$ cat src/rtl/fp_div_pkg.sv
// fp_div_pkg: shared types and constants for the sequential fp divider
package fp_div_pkg;
  typedef enum logic [1:0] {RNE, RTZ, RDN, RUP} rnd_mode_t;
  typedef enum logic [2:0] {IDLE, PREP, DIVIDE, ROUND, DONE} state_t;
  typedef struct packed {
    logic invalid;
    logic div_by_zero;
    logic overflow;
    logic underflow;
    logic inexact;
  } fp_flags_t;
  function automatic logic [63:0] fp_const(input int mant_bits, input int exp_bits, input logic nan);
    logic [63:0] ones_e;
    ones_e = (64'd1 << exp_bits) - 64'd1;
    return nan ? (ones_e << mant_bits) | (64'd1 << (mant_bits - 1))
               : ((ones_e - 64'd1) << mant_bits) | ((64'd1 << mant_bits) - 64'd1);
  endfunction
endpackage

$ cat src/rtl/fp_div_round.sv
// fp_div_round: denormal shift, rounding, overflow saturation, packing and flags
module fp_div_round
  import fp_div_pkg::*;
#(
  parameter int BITS = 32,
  parameter int MANTISSA_BITS = 23,
  parameter int EXPONENT_BITS = 8,
  localparam int Q = MANTISSA_BITS + 3,
  localparam int EW = EXPONENT_BITS + 2
) (
  input  logic [Q-1:0]         quot,
  input  logic                 sticky_in,
  input  logic signed [EW-1:0] exp_in,
  input  logic                 sign,
  input  rnd_mode_t            rnd_mode,
  output logic [BITS-1:0]      result,
  output fp_flags_t            flags
);
  localparam int M = MANTISSA_BITS;
  localparam int E = EXPONENT_BITS;
  localparam logic [BITS-1:0] MAXF = BITS'(fp_const(M, E, 1'b0));
  logic tiny, big, g, r, st, inc, to_inf, ovf, inexact;
  logic [EW-1:0] shamt;
  logic [2*Q-1:0] ext;
  logic [Q-1:0] q_sh;
  logic [M+1:0] rm;
  logic signed [EW-1:0] e_adj, e_out;
  assign tiny = exp_in < $signed(EW'(1));
  assign shamt = EW'(1) - exp_in;
  assign big = tiny && shamt > EW'(Q - 1);
  assign ext = {quot, {Q{1'b0}}} >> (tiny ? shamt : '0);
  assign q_sh = big ? '0 : ext[2*Q-1:Q];
  assign st = sticky_in | (big ? |quot : |ext[Q-1:0]);
  assign g = q_sh[1];
  assign r = q_sh[0];
  assign inexact = g | r | st;
  assign inc = rnd_mode == RNE ? g & (r | st | q_sh[2]) :
               rnd_mode == RDN ? sign & inexact :
               rnd_mode == RUP ? !sign & inexact : 1'b0;
  assign rm = {1'b0, q_sh[Q-1:2]} + (M+2)'(inc);
  assign e_adj = tiny ? $signed(EW'(1)) : exp_in;
  assign e_out = rm[M+1] ? e_adj + $signed(EW'(1)) : rm[M] ? e_adj : '0;
  assign ovf = e_out >= $signed(EW'((1 << E) - 1));
  assign to_inf = rnd_mode == RNE || (rnd_mode == RDN && sign) || (rnd_mode == RUP && !sign);
  assign result = !ovf ? {sign, e_out[E-1:0], rm[M-1:0]} :
                  to_inf ? {sign, {E{1'b1}}, {M{1'b0}}} : {sign, MAXF[BITS-2:0]};
  assign flags = '{invalid: 1'b0, div_by_zero: 1'b0, overflow: ovf,
                   underflow: tiny & inexact, inexact: inexact | ovf};
endmodule

$ cat src/rtl/zeroMSBCounter.sv
// zeroMSBCounter: number of zero bits above the most significant set bit
module zeroMSBCounter #(
  parameter int W = 24,
  parameter int CW = $clog2(W + 1)
) (
  input  logic [W-1:0]  value,
  output logic [CW-1:0] count
);
  always_comb begin
    count = CW'(W);
    for (int i = 0; i < W; i++) count = value[i] ? CW'(W - 1 - i) : count;
  end
endmodule

$ cat src/rtl/fp_divider_seq.sv
// fp_divider_seq: iterative radix-2 restoring IEEE-754 divider with valid/ready handshakes
module fp_divider_seq
  import fp_div_pkg::*;
#(
  parameter int BITS = 32,
  parameter int MANTISSA_BITS = 23,
  parameter int EXPONENT_BITS = 8
) (
  input  logic            clk,
  input  logic            rst,
  input  logic            in_valid,
  output logic            in_ready,
  input  logic [BITS-1:0] x,
  input  logic [BITS-1:0] y,
  input  logic [1:0]      rnd_mode,
  output logic            out_valid,
  input  logic            out_ready,
  output logic [BITS-1:0] out,
  output fp_flags_t       flags
);
  localparam int M = MANTISSA_BITS;
  localparam int E = EXPONENT_BITS;
  localparam int Q = M + 3;
  localparam int EW = E + 2;
  localparam int CW = $clog2(Q + 1);
  localparam int LW = $clog2(M + 2);
  localparam int BIAS = (1 << (E - 1)) - 1;
  localparam logic [BITS-1:0] QNAN = BITS'(fp_const(M, E, 1'b1));
  state_t state;
  rnd_mode_t rnd;
  logic [BITS-1:0] x_r, y_r, round_out, spec_out;
  logic [E-1:0] xe, ye;
  logic [M:0] div, mx, my, mxn, myn;
  logic [M+1:0] rem, diff;
  logic [Q-1:0] quot;
  logic [CW-1:0] cnt;
  logic [LW-1:0] lzx, lzy;
  logic signed [EW-1:0] exp_r, ex, ey, e_prep;
  logic sign_xy, lt, ge, accept, special, nan_case, inf_case;
  logic x_nan, y_nan, x_inf, y_inf, x_zero, y_zero;
  fp_flags_t round_flags, spec_flags;
  assign xe = x_r[BITS-2:M];
  assign ye = y_r[BITS-2:M];
  assign mx = {|xe, x_r[M-1:0]};
  assign my = {|ye, y_r[M-1:0]};
  assign x_nan = &xe && |x_r[M-1:0];
  assign y_nan = &ye && |y_r[M-1:0];
  assign x_inf = &xe && !(|x_r[M-1:0]);
  assign y_inf = &ye && !(|y_r[M-1:0]);
  assign x_zero = !(|x_r[BITS-2:0]);
  assign y_zero = !(|y_r[BITS-2:0]);
  assign sign_xy = x_r[BITS-1] ^ y_r[BITS-1];
  zeroMSBCounter #(.W(M + 1)) u_lzx (.value(mx), .count(lzx));
  zeroMSBCounter #(.W(M + 1)) u_lzy (.value(my), .count(lzy));
  assign mxn = mx << lzx;
  assign myn = my << lzy;
  assign ex = $signed({2'b00, xe == '0 ? E'(1) : xe}) - $signed(EW'(lzx));
  assign ey = $signed({2'b00, ye == '0 ? E'(1) : ye}) - $signed(EW'(lzy));
  assign lt = mxn < myn;
  assign e_prep = ex - ey + $signed(EW'(BIAS)) - $signed(EW'(lt));
  assign nan_case = x_nan | y_nan | (x_inf & y_inf) | (x_zero & y_zero);
  assign inf_case = x_inf | y_zero;
  assign special = x_nan | y_nan | x_inf | y_inf | x_zero | y_zero;
  assign spec_out = nan_case ? QNAN : inf_case ? {sign_xy, {E{1'b1}}, {M{1'b0}}} : {sign_xy, {(BITS-1){1'b0}}};
  assign spec_flags = '{invalid: nan_case, div_by_zero: !nan_case && !x_inf && y_zero,
                        overflow: 1'b0, underflow: 1'b0, inexact: 1'b0};
  assign diff = rem - {1'b0, div};
  assign ge = rem >= {1'b0, div};
  assign in_ready = !rst && (state == IDLE || (state == DONE && out_ready));
  assign accept = in_valid && in_ready;
  assign out_valid = state == DONE;
  fp_div_round #(.BITS(BITS), .MANTISSA_BITS(M), .EXPONENT_BITS(E)) u_round (
    .quot(quot), .sticky_in(|rem), .exp_in(exp_r), .sign(sign_xy), .rnd_mode(rnd),
    .result(round_out), .flags(round_flags)
  );
  always_ff @(posedge clk) begin
    if (rst) begin
      state <= IDLE;
      rnd <= RNE;
      x_r <= '0;
      y_r <= '0;
      div <= '0;
      rem <= '0;
      quot <= '0;
      cnt <= '0;
      exp_r <= '0;
      out <= '0;
      flags <= '0;
    end else begin
      if (accept) begin
        x_r <= x;
        y_r <= y;
        rnd <= rnd_mode_t'(rnd_mode);
      end
      case (state)
        IDLE: state <= accept ? PREP : IDLE;
        PREP: begin
          state <= special ? DONE : DIVIDE;
          if (special) begin
            out <= spec_out;
            flags <= spec_flags;
          end
          rem <= lt ? {mxn, 1'b0} : {1'b0, mxn};
          div <= myn;
          exp_r <= e_prep;
          cnt <= '0;
          quot <= '0;
        end
        DIVIDE: begin
          quot <= {quot[Q-2:0], ge};
          rem <= (ge ? diff : rem) << 1;
          cnt <= cnt + 1'b1;
          state <= cnt == CW'(Q - 1) ? ROUND : DIVIDE;
        end
        ROUND: begin
          out <= round_out;
          flags <= round_flags;
          state <= DONE;
        end
        DONE: state <= !out_ready ? DONE : accept ? PREP : IDLE;
        default: state <= IDLE;
      endcase
    end
  end
endmodule

$ cat config.mk
export PLATFORM = sky130hd
export DESIGN_NAME = fp_divider_seq
export DESIGN_NICKNAME = d
export VERILOG_FILES = /design/src/rtl/fp_div_pkg.sv /design/src/rtl/fp_div_round.sv /design/src/rtl/zeroMSBCounter.sv /design/src/rtl/fp_divider_seq.sv
export SDC_FILE = /design/constraint.sdc
export NUM_CORES = 1
export LEC_CHECK = 0
export CAP_MARGIN = 20
export CORE_ASPECT_RATIO = 0.5
export CORE_UTILIZATION = 40
export DETAILED_ROUTE_END_ITERATION = 7
export GPL_TIMING_DRIVEN = 0
export PLACE_DENSITY = 0.64
export RECOVER_POWER = 100
export SLEW_MARGIN = 20
export SYNTH_ARGS = -nofsm -noshare
export SYNTH_HDL_FRONTEND = slang
export SYNTH_SLANG_ARGS = --single-unit
$ cat constraint.sdc
create_clock -name clk -period 8.7 [get_ports clk]
set_input_delay 0.87 -clock clk [delete_from_list [all_inputs] [get_ports clk]]
set_output_delay 0.87 -clock clk [all_outputs]
set_load 0.01 [all_outputs]
==> results.yml <==
yosys:
  yosysWarnings: 0
  yosys.area_share.simple: 0.252
  synth_area_leaders: "dfxtp_1 (24%), mux2i_1 (7.6%), nand2_1 (6.6%)"
  synthMuxAreaShare: 0.0884
  netlist_instances: 2240
  ys.flop_type: "dfxtp_1"
  yosysTopAreaCellShare: 0.235
  synth.net_count: 2392
  synth_cell_types: 103
  synth_top_family_by_area: "compound AO/OA/AOI/OAI gates"
  synth_compound_area_frac: 0.268
  synth_top_cell_by_area: "dfxtp_1"
  yosysSeqAreaShare: 0.235
  ys_async_sr_fraction: 0
  yosys.area_share.xor_xnor: 0.0320
  ys_ff_latch: 196
  synth-adder-area-share: 0.0629
  synth_area_um2: 16700
  postSynthAreaPerCell_um2: 7.45
  synth-edff-count: 0
drt:
  dr.max_layer_used: "met4"
  viasPerCell: 6.21
  wl_per_cell_um: 21.7
  routed_wl_um: 63400
  wl_met1_um: 29400
  route.detailed.drc: 0
  wl_met3_um: 5120
  drtIter0Drc: 2256
  met2WireLength_um: 27200
  vias: 18142
  ant_nets: 0
  firstDrtPassIters: 6
clock_tree:
  cts_max_path_buffers: 2
  clkSinkCount: 196
  cts_buffers: 17
  cts.clk_slew.worst_paths_ns: 0.08
  cts-root-buf: "clkbuf_16"
  cts_tree: "built"
  cts_setup_buffers: 0
  clk_latency_ns: 0.47
  htree_num_levels: 4
worst_setup_path:
  startpoint_type: "flip-flop"
  arrival_ns: 8.86
  crit_fanout: 10
  worstSetupPathType: "flip-flop to flip-flop"
  cpPeakStageDelay_ns: 0.64
  reg2reg_depth: 30
  reg2reg_slack_ns: 0.19
  crit_slowest_cell: "a311oi_1"
  endpoint_kind: "flip-flop"
  required_ns: 9.05
place:
  place_area_um2: 18500
  port_buffers: 108
  place_hpwl_um: 50200
  place_inst: 2889
  gp_congestion: 1.00
sta:
  setup_viol: 0
  relSlewSlack: 0.0774
  slew_viol_final: 0
  grt_setup_unrepaired: "false"
  hold_viol_final: 0
  timing.final.crit_period_ns: 8.51
  fin_crit_sh: 0.978
  fmax_mhz: 117
  clock_skew_ns: 0.0148
  worst_pin_slew_ns: 1.37
  holdWs_ns: 0.450
status:
  status: "finished, final reports clean"
power:
  p_leak_nw: 7.69
  ir_drop_v: 0.000162
  power_w: 0.00505
  power.density_nw_per_um2: 265
layout:
  num_antenna_cells: 0
  final_cell_mix: "nand2_1 (294), nor2_1 (212), dfxtp_1 (196), a21oi_1 (142), clkbuf_1 (127)"
  stdcell_area_um2: 19100
  final_common_cell: "nand2_1"
  stdcell_count: 2920
  nets: 2519
  area_growth_pct: 14.3
  drive_gt1_frac: 0.0563
  num-fill-cells: 4238
global_route:
  grt_usage: 0.292
  antenna_found_initial: 1
  grt_max_degree: 21
  overflow: 0
  grt_pass1_vias: 16737
  grt_pass1_wl_um: 98100
min_path:
  hold_depth: 2
  hold_path_class: "flip-flop to flip-flop"
flow_run:
  cap_violations: 0
floorplan:
  die_area_um2: 42600
  ios: 109
  die_h_um: 146
  die_width_um: 291
  rows: 52
  core_area_um2: 40700
  initial_core_util: 0.409
## worst max-delay path: cells and delay by family, from the launching register on
family          cells  cell delay (ns)
fa+ha+maj           3             0.81
compound gates     13             3.67
flops               1             0.39
buf+inv             6             1.11
simple gates        8             2.38
## state kept, by name, indices dropped and copies added, names as in the netlist
signal and flops:
cnt 5, out 32, rem 25, y_r 32, quot 26, div 24
rnd 2, x_r 32, exp_r 10, state 3, flags 5
## Yosys cell counts (all sizes together) (38+ instances only)
cell type,n
xnor2,41
a22oi,40
a21oi,143
nand3,91
buf,38
inv,94
o21ai,81
dfxtp,196
nor3,49
nand2,294
ha,79
nor2,213
a211oi,42
mux2i,128
clkbuf,123
## layout make-up
class                   instances  area (µm²)  share of cell area
plain buffers                 160         664              0.0348
clock buffers                  17         425              0.0223
clock inverters                15         186             0.00978
inverters                      96         360              0.0189
multi-input cells            1787       11800               0.616
flip-flops and latches        196        3920               0.206
well taps                     540         676              0.0354
repair buffers                109        1080              0.0569
## final timing paths
path / from / to
max: exp_r[1] / out[18]
min: flags[2] / flags[2]
max reg2reg: exp_r[1] / out[18]
min reg2reg: flags[2] / flags[2]
## cells by family (layout without fill, tap and decap cells)
logic type | Yosys count | count (layout)
DFF | 196 | 196
buffers and inverters | 257 | 397
adders and majority gates | 82 | 82
other | 1 | 1
and+or+nand+nor | 883 | 883
xor gates and xnor gates | 61 | 61
muxes | 143 | 143
AOI/OAI and AO/OA | 617 | 617
## timing repair
| item | CTS | global route |
|---|---|---|
| setup endpoints to repair | 1 | 33 |
| endpoints found under the hold margin | 0 | 0 |
| hold buffers | 0 | 0 |
| resized for setup | 1 | 11 |
## metrics by stage
step	TNS (ns)	util	worst slack, ns
final	0	0.468	0.188
after global routing	0	0.468	0.0198
after CTS	0	0.468	0.111
after detailed placement	0	0.453	0.0125
after global placement	-0.677	0.453	-0.0446
after floorplan	0	-	1.44
## metal layers
| layer | up-vias | GRT usage |
|---|---|---|
| met5 | - | 0 |
| met3 | 124 | 0.0504 |
| met2 | 838 | 0.453 |
| met4 | 0 | 0.0870 |
| met1 | 8678 | 0.413 |
| li1 | 8502 | - |
## power breakdown
group	internal [W]	switching (W)	leakage (nW)
clock network	0.000415	0.000422	0.296
logic	0.00110	0.00209	5.80
registers	0.000955	0.0000717	1.60
total	0.00247	0.00258	7.69
Note: power is estimated with default switching activity, not from simulation.
